$ cat src/rtl/registro_if_id.sv
// rtl/registro_if_id.sv - IF/ID pipeline buffer: small FIFO of {pc4, instr} with field split
// Fetch may run ahead of a stalled decode stage; flush drops everything on taken branches/jumps.
module registro_if_id #(
   parameter int          DEPTH    = 2,
   parameter logic [31:0] NOP_WORD = 32'h00000000
) (
   input  logic                     clk,
   input  logic                     rst,
   input  logic                     in_valid,
   output logic                     in_ready,
   input  logic [31:0]              in_pc4,
   input  logic [31:0]              in_instr,
   input  logic                     flush,
   output logic                     out_valid,
   input  logic                     out_ready,
   output logic [31:0]              out_pc4,
   output logic [31:0]              out_instr,
   output logic [5:0]               opcode,
   output logic [4:0]               rs,
   output logic [4:0]               rt,
   output logic [4:0]               rd,
   output logic [4:0]               shamt,
   output logic [5:0]               funct,
   output logic [15:0]              imm,
   output logic [25:0]              target,
   output logic [$clog2(DEPTH):0]   occupancy
);

   localparam int AW = $clog2(DEPTH);
   localparam logic [AW:0] FULL_CNT = (AW+1)'(DEPTH);

   logic [31:0]   mem_pc4   [DEPTH];
   logic [31:0]   mem_instr [DEPTH];
   logic [AW-1:0] wr_ptr;
   logic [AW-1:0] rd_ptr;
   logic [AW:0]   count;
   logic          push;
   logic          pop;

   // Handshakes depend only on registered count, so out_ready never reaches in_ready.
   assign in_ready  = (count != FULL_CNT);
   assign out_valid = (count != '0);
   assign push      = in_valid & in_ready & ~flush;
   assign pop       = out_valid & out_ready;
   assign occupancy = count;

   always_ff @(posedge clk or posedge rst) begin
      if (rst) begin
         wr_ptr <= '0;
         rd_ptr <= '0;
         count  <= '0;
      end else if (flush) begin
         wr_ptr <= '0;
         rd_ptr <= '0;
         count  <= '0;
      end else begin
         if (push) wr_ptr <= wr_ptr + 1'b1;
         if (pop)  rd_ptr <= rd_ptr + 1'b1;
         if (push && !pop)
            count <= count + 1'b1;
         else if (pop && !push)
            count <= count - 1'b1;
      end
   end

   // Entry storage is never cleared; count alone decides what is valid.
   always_ff @(posedge clk) begin
      if (push) begin
         mem_pc4[wr_ptr]   <= in_pc4;
         mem_instr[wr_ptr] <= in_instr;
      end
   end

   assign out_pc4   = out_valid ? mem_pc4[rd_ptr]   : 32'h00000000;
   assign out_instr = out_valid ? mem_instr[rd_ptr] : NOP_WORD;

   assign opcode = out_instr[31:26];
   assign rs     = out_instr[25:21];
   assign rt     = out_instr[20:16];
   assign rd     = out_instr[15:11];
   assign shamt  = out_instr[10:6];
   assign funct  = out_instr[5:0];
   assign imm    = out_instr[15:0];
   assign target = out_instr[25:0];

endmodule

$ cat config.mk
export PLATFORM = sky130hd
export DESIGN_NAME = registro_if_id
export DESIGN_NICKNAME = d
export VERILOG_FILES = /design/src/rtl/registro_if_id.sv
export SDC_FILE = /design/constraint.sdc
export NUM_CORES = 1
export LEC_CHECK = 0
export BUFFER_PORTS_ARGS = -buffer_cell sky130_fd_sc_hd__buf_2
export CORE_ASPECT_RATIO = 1.2
export CORE_MARGIN = 10
export CORE_UTILIZATION = 53
export DETAILED_ROUTE_END_ITERATION = 8
export PLACE_DENSITY = 0.86
export SKIP_LAST_GASP = 1
export SLEW_MARGIN = 20
export SYNTH_ARGS = -nofsm -noshare
export SYNTH_HDL_FRONTEND = slang
export SYNTH_SLANG_ARGS = --single-unit
$ cat constraint.sdc
create_clock -name clk -period 9.12 [get_ports clk]
set_input_delay 0.456 -clock clk [delete_from_list [all_inputs] [get_ports clk]]
set_output_delay 0.456 -clock clk [all_outputs]
set_load 0.01 [all_outputs]
==> run metrics, run 1 <==
status finished, final reports clean; worst r2r dst mem_pc4[1][30]; CP Launch Type flop; cts bufs inserted 17; Seq/Total Area, Yosys 0.701; number of global-route vias before repair 3517; dpl hpwl 8290 µm; Final Max Tran Viols 0; first-iteration detailed-routing DRC count between 100 and 150; Primary FF master, synth edfxtp_1; ANT nets after route 0; First-pass DRT Iterations 4; Std-Cell Core Area around 10000 µm²; final net count 587; num rows 41; measured slew at the worst slew-check pin around 0.85 ns; clock sink total 132; CTS Buffer Depth 2; wire length per cell ~18 µm; WHS Path Cells 1; biggest area consumer among synthesized cells edfxtp_1; max incr delay on CP 0.50 ns; PwrDens ~220 nW/µm²; later-pin clock latency in the skew report 0.40 ns; initial core utilization 0.537; Crit. End Element primary output; number of synthesized flops with an enable pin around 130; Mapped Nets 441; CTS tree done; synth unique cells 23; first-pass GRT wire length 17900 µm; slowest CP cell buf_4; total power 0.00153 W; max_cap viols 0; setup tns final 0 ns; top cells by area, synth edfxtp_1 (68%), mux2i_1 (12%), buf_4 (10%); worst path bufs/invs 2; worst min-delay path class input port to flop; Final Cycle Share 0.291; Synth Register Bits 132; CP top delay family buffers and inverters; crit path cell chain nor2_4 > buf_4 > nor2_1 > buf_2; Clock Tree Root clkbuf_16; top-level port count 211; final worst path period need 2.66 ns; maximum vdd drop about 0.17 mV; FF-to-FF Start occupancy[1]; routed wire length 11600 µm; Vias per Instance 4.88; Synth warnings 0; routability cong. 0.728; CTS resizes 0; Final Util 0.653; hold path start in_pc4[24]; Finish-stage setup viols 0; DRC Markers 0; Die Footprint ~15000 µm²; largest net degree at the start of global routing 66; Chip Width roughly 110 µm; LEAKAGE 2.87 nW; initial antenna violation count 0; Post-Syn Area 5620 µm²; Critical Path AT 2.20 ns; H-tree Lvls 4; # port buffers 210; Syn-to-layout area delta 21.6%; grt ovf 0; Max Freq 0.376 GHz; CP required 8.66 ns; R2R Setup Slk 7.02 ns; Avg Inst Size Synth 15.1 µm²; Die H 133 µm; Hold Slack 0.240 ns; kind of critical path flop to primary output; Worst-path clk slew 0.06 ns; Worst Hold Path EP mem_pc4[1][24]; Fill cells between 700 and 800; vias 3224; Post-synth ARST share 0.0303; Synth top area share 0.684; r2r worst-path depth 5; critical path fanouts, max 42; Fin. Hold Viols 0; diode count 0; share of cells above drive strength 1 0.475; Slew HR 0.435; GRT Resource Usage Total 0.151; cell count after synthesis around 370; Setup Skew 0.00600 ns; RSZ-0062 raised after global routing false
## through the flow
stage,std cells,area [µm²],setup WS [ns]
6_report,660,6840,6.46
3_3_place_gp,626,6220,6.89
4_1_cts,659,6810,6.40
2_1_floorplan,372,5620,3.08
5_1_grt,660,6840,6.28
3_5_place_dp,626,6220,6.84
## cells in the final DEF (no fill, tap or decap), drive strengths merged, types with 2 or more instances in the layout
cell / count
dfrtp: 4
nor2: 66
bufinv: 2
mux2i: 65
edfxtp: 128
buf: 214
clkinv: 6
nor3b: 2
inv: 8
a21oi: 4
o21ai: 2
clkinvlp: 3
clkbuf: 17
## area by class of cell
class,count,area (µm²),area share
clock inverter,15,154,0.0225
timing repair buffer,215,1110,0.162
multi-input combinational,148,1020,0.150
tap,129,161,0.0236
inverter,4,15.0,0.00220
clock buffer,17,425,0.0622
sequential,132,3950,0.577
## metal layers
layer	part of all wire	GRT usage	vias to the layer above
met5	0	0	-
met4	0.0092	0.0530	0
met3	0.083	0.0620	9
met2	0.56	0.289	122
met1	0.34	0.135	1540
li1	-	-	1553
## worst register-to-register path: cells and delay by family, from the launching register on
kind / cells / cell delay (ns)
DFF: 1 / 0.47
buffers and inverters: 2 / 0.76
and+or+nand+nor: 3 / 0.47
## flip-flops by register name (all words and copies together), names as in the netlist
signal / cells
mem_instr: 64
mem_pc4: 64
occupancy: 2
rd_ptr: 1
wr_ptr: 1
## cell families after synthesis
kind of cell	Yosys count	share of synthesized area
compound gates	8	0.00868
xor+xnor	1	0.00156
mux	65	0.116
flops	132	0.701
simple gates	74	0.0530
buf+inv	92	0.120
## power by group
part / internal [W] / switching (W) / total [W] / leakage (nW)
logic: 0.0000719 / 0.000104 / 0.000176 / 1.36
registers: 0.000691 / 0.0000111 / 0.000702 / 1.23
clock network: 0.000403 / 0.000247 / 0.000650 / 0.278
total: 0.00117 / 0.000363 / 0.00153 / 2.87
## cell usage after synthesis, types with 2 or more instances
cell type and count:
a21oi_1 3, buf_2 7, buf_4 75, buf_6 5, dfrtp_1 4, edfxtp_1 128, inv_1 3, mux2i_1 65
nor2_1 66, nor3b_1 2, o21ai_0 2
## repair_timing
action,CTS,global route
endpoints found under the hold margin,4,0
hold buffers,1,0
setup buffers,0,0
## worst max-delay path by stage
stage                  from              end  slack [ns]  cells after the start
2_1_floorplan  occupancy[1]  mem_instr[1][0]        3.08                      4
3_3_place_gp   occupancy[0]           imm[0]        6.89                      4
3_5_place_dp   occupancy[0]       target[25]        6.84                      4
4_1_cts              rd_ptr            rs[0]        6.40                      3
5_1_grt        occupancy[0]           imm[0]        6.28                      4
6_report       occupancy[0]           imm[0]        6.46                      4
Power figures use the tool's default switching activity.
==> run 2: changes to the inputs <==
--- a/config.mk
+++ b/config.mk
@@ -8,9 +8,9 @@
 export BUFFER_PORTS_ARGS = -buffer_cell sky130_fd_sc_hd__buf_2
 export CORE_ASPECT_RATIO = 1.2
 export CORE_MARGIN = 10
-export CORE_UTILIZATION = 53
+export CORE_UTILIZATION = 44
 export DETAILED_ROUTE_END_ITERATION = 8
-export PLACE_DENSITY = 0.86
+export PLACE_DENSITY = 0.77
 export SKIP_LAST_GASP = 1
 export SLEW_MARGIN = 20
 export SYNTH_ARGS = -nofsm -noshare
==> constraint.sdc (replaced) <==
create_clock -name clk -period 2.1 [get_ports clk]
set_input_delay 0.105 -clock clk [delete_from_list [all_inputs] [get_ports clk]]
set_output_delay 0.105 -clock clk [all_outputs]
set_load 0.01 [all_outputs]
==> run metrics, run 2 (same netlist as run 1, synthesis figures left out) <==
status finished, final reports clean; maximum vdd drop 0.722 mV (+330%); Setup Skew 0.00875 ns (+0.00275 ns); ANT nets after route 0 (unchanged); worst path bufs/invs 2 (unchanged); Final Cycle Share 0.863; CTS tree done; max_cap viols 0 (unchanged); Hold Slack 0.0692 ns (-0.170 ns); share of cells above drive strength 1 0.423 (-0.0518); Die Footprint 17700 µm² (+17%); setup tns final 0 ns (unchanged); register cell area after layout 3950 µm² (about the same); number of global-route vias before repair 3790 (+7.8%); critical path fanouts, max 36 (-14%); CTS Buffer Depth 2 (unchanged); Finish-stage setup viols 0 (unchanged); measured slew at the worst slew-check pin 0.349 ns (-0.499 ns); Clock Tree Root clkbuf_16; most common cell after layout, fill and taps aside buf_2; routability cong. 0.776 (+6.5%); worst min-delay path class input port to flop; Final Max Tran Viols 0 (unchanged); CP required 2.00 ns (-6.66 ns); Die H 144 µm (+8.3%); CP Launch Type flop; Critical Path AT 1.71 ns (-0.49 ns); CTS resizes 0 (unchanged); later-pin clock latency in the skew report 0.40 ns (about the same); num rows 45 (+9.8%); max incr delay on CP 0.50 ns (about the same); Worst-path clk slew 0.06 ns (about the same); most frequent cells in the layout buf_2 (210), edfxtp_1 (128), dlygate4sd3_1 (66), nor2_1 (65), mux2i_1 (65); largest net degree at the start of global routing 66 (unchanged); initial antenna violation count 2 (+2); Post-CTS Setup Bufs 0 (unchanged); clock sink total 132 (unchanged); vias 3575 (+11%); dpl hpwl 8460 µm (+2.0%); Std-Cell Core Area 12600 µm² (+21%); crit path cell chain buf_12 > mux2i_1 > nor2_1 > buf_2; LEAKAGE 3.17 nW (+11%); Vias per Instance 4.69 (-4.0%); kind of critical path flop to primary output; cts bufs inserted 17 (unchanged); Slew HR 0.768 (+0.333); Crit. End Element primary output; CP top delay family flip-flops; Max Freq 0.552 GHz; Syn-to-layout area delta 36.2%; Placement Cell Area 6400 µm² (+2.9%); top-level port count 211 (unchanged); # port buffers 210 (unchanged); H-tree Lvls 4 (unchanged); First-pass DRT Iterations 4 (unchanged); Chip Width 123 µm (+8.0%); RSZ-0062 raised after global routing false; first-iteration detailed-routing DRC count 105 (-9.5%); Final Cell Area 7660 µm² (+12%); Fin. Hold Viols 0 (unchanged); R2R Setup Slk 0.34 ns (-6.68 ns); initial core utilization 0.446 (-0.0915); grt ovf 0 (unchanged); final worst path period need between 1.5 and 2 ns; multi-input logic area 1050 µm² (+2.7%); PwrDens 900 nW/µm² (+300%); slowest CP cell dfrtp_4; first-pass GRT wire length 19200 µm (+7.1%); Fill cells 924 (+20%); wire length per cell 16.7 µm (-5.2%); routed wire length 12700 µm (+9.5%); final net count 655 (+12%); DRC Markers 0 (unchanged); GRT Resource Usage Total 0.140 (-0.0110)
run 2: cell types whose count changed in the layout (fill, tap and decap cells not counted), sizes merged:
cell,previous run,this run
inv,8,4
bufinv,2,4
clkinv,6,4
dlygate4sd3,1,66
clkbuf,17,18
buf,214,217
diode,0,2
run 2: worst paths after layout:
path                       depth (start not counted)          from              to
min                                                3     out_ready    occupancy[1]
max reg2reg                                        5  occupancy[1]  mem_pc4[1][27]
max                                                4        rd_ptr          imm[1]
max in group asynchronous                          3           rst          rd_ptr
min in group asynchronous                          3           rst          rd_ptr
min reg2reg                                        2        wr_ptr          wr_ptr
run 2: area by class of cell:
cell class / count / share of cell area
flip-flops and latches: 132 / 0.516
repair buffers: 283 / 0.240
multi-input cells: 148 / 0.137
clock buffers: 18 / 0.0561
well taps: 164 / 0.0268
clock inverters: 11 / 0.0212
inverters: 4 / 0.00196
diodes: 2 / 0.000654
run 2: power by group:
group	total, W	switching (W)	internal, W
Combinational	0.000922	0.000508	0.000414
Sequential	0.00303	0.0000311	0.00300
Clock	0.00294	0.000985	0.00195
run 2: routing by layer:
layer | GRT usage | vias up | wire length (µm)
met5 | 0 | - | 0
li1 | - | 1687 | -
met2 | 0.253 | 175 | 6730
met4 | 0.0552 | 0 | 157
met1 | 0.136 | 1701 | 4290
met3 | 0.0608 | 12 | 1520
run 2: metrics by stage:
stage,power (W),util,setup WS [ns],cells
2_1_floorplan,0.00368,-,-0.767,372
3_3_place_gp,0.00390,0.507,0.402,665
3_5_place_dp,0.00392,0.507,0.342,665
4_1_cts,0.00697,0.607,0.266,760
5_1_grt,0.00716,0.607,0.180,760
6_report,0.00689,0.607,0.289,762
run 2: tightest hold or removal path, stage by stage:
cell,delay [ns]
buf_2,0.15
a21o_1,0.12
a21oi_2,0.05
run 2: what timing repair did:
action,in CTS,in global routing
hold buffers,66,0
hold endpoints to repair,136,0
setup endpoints to repair,0,0
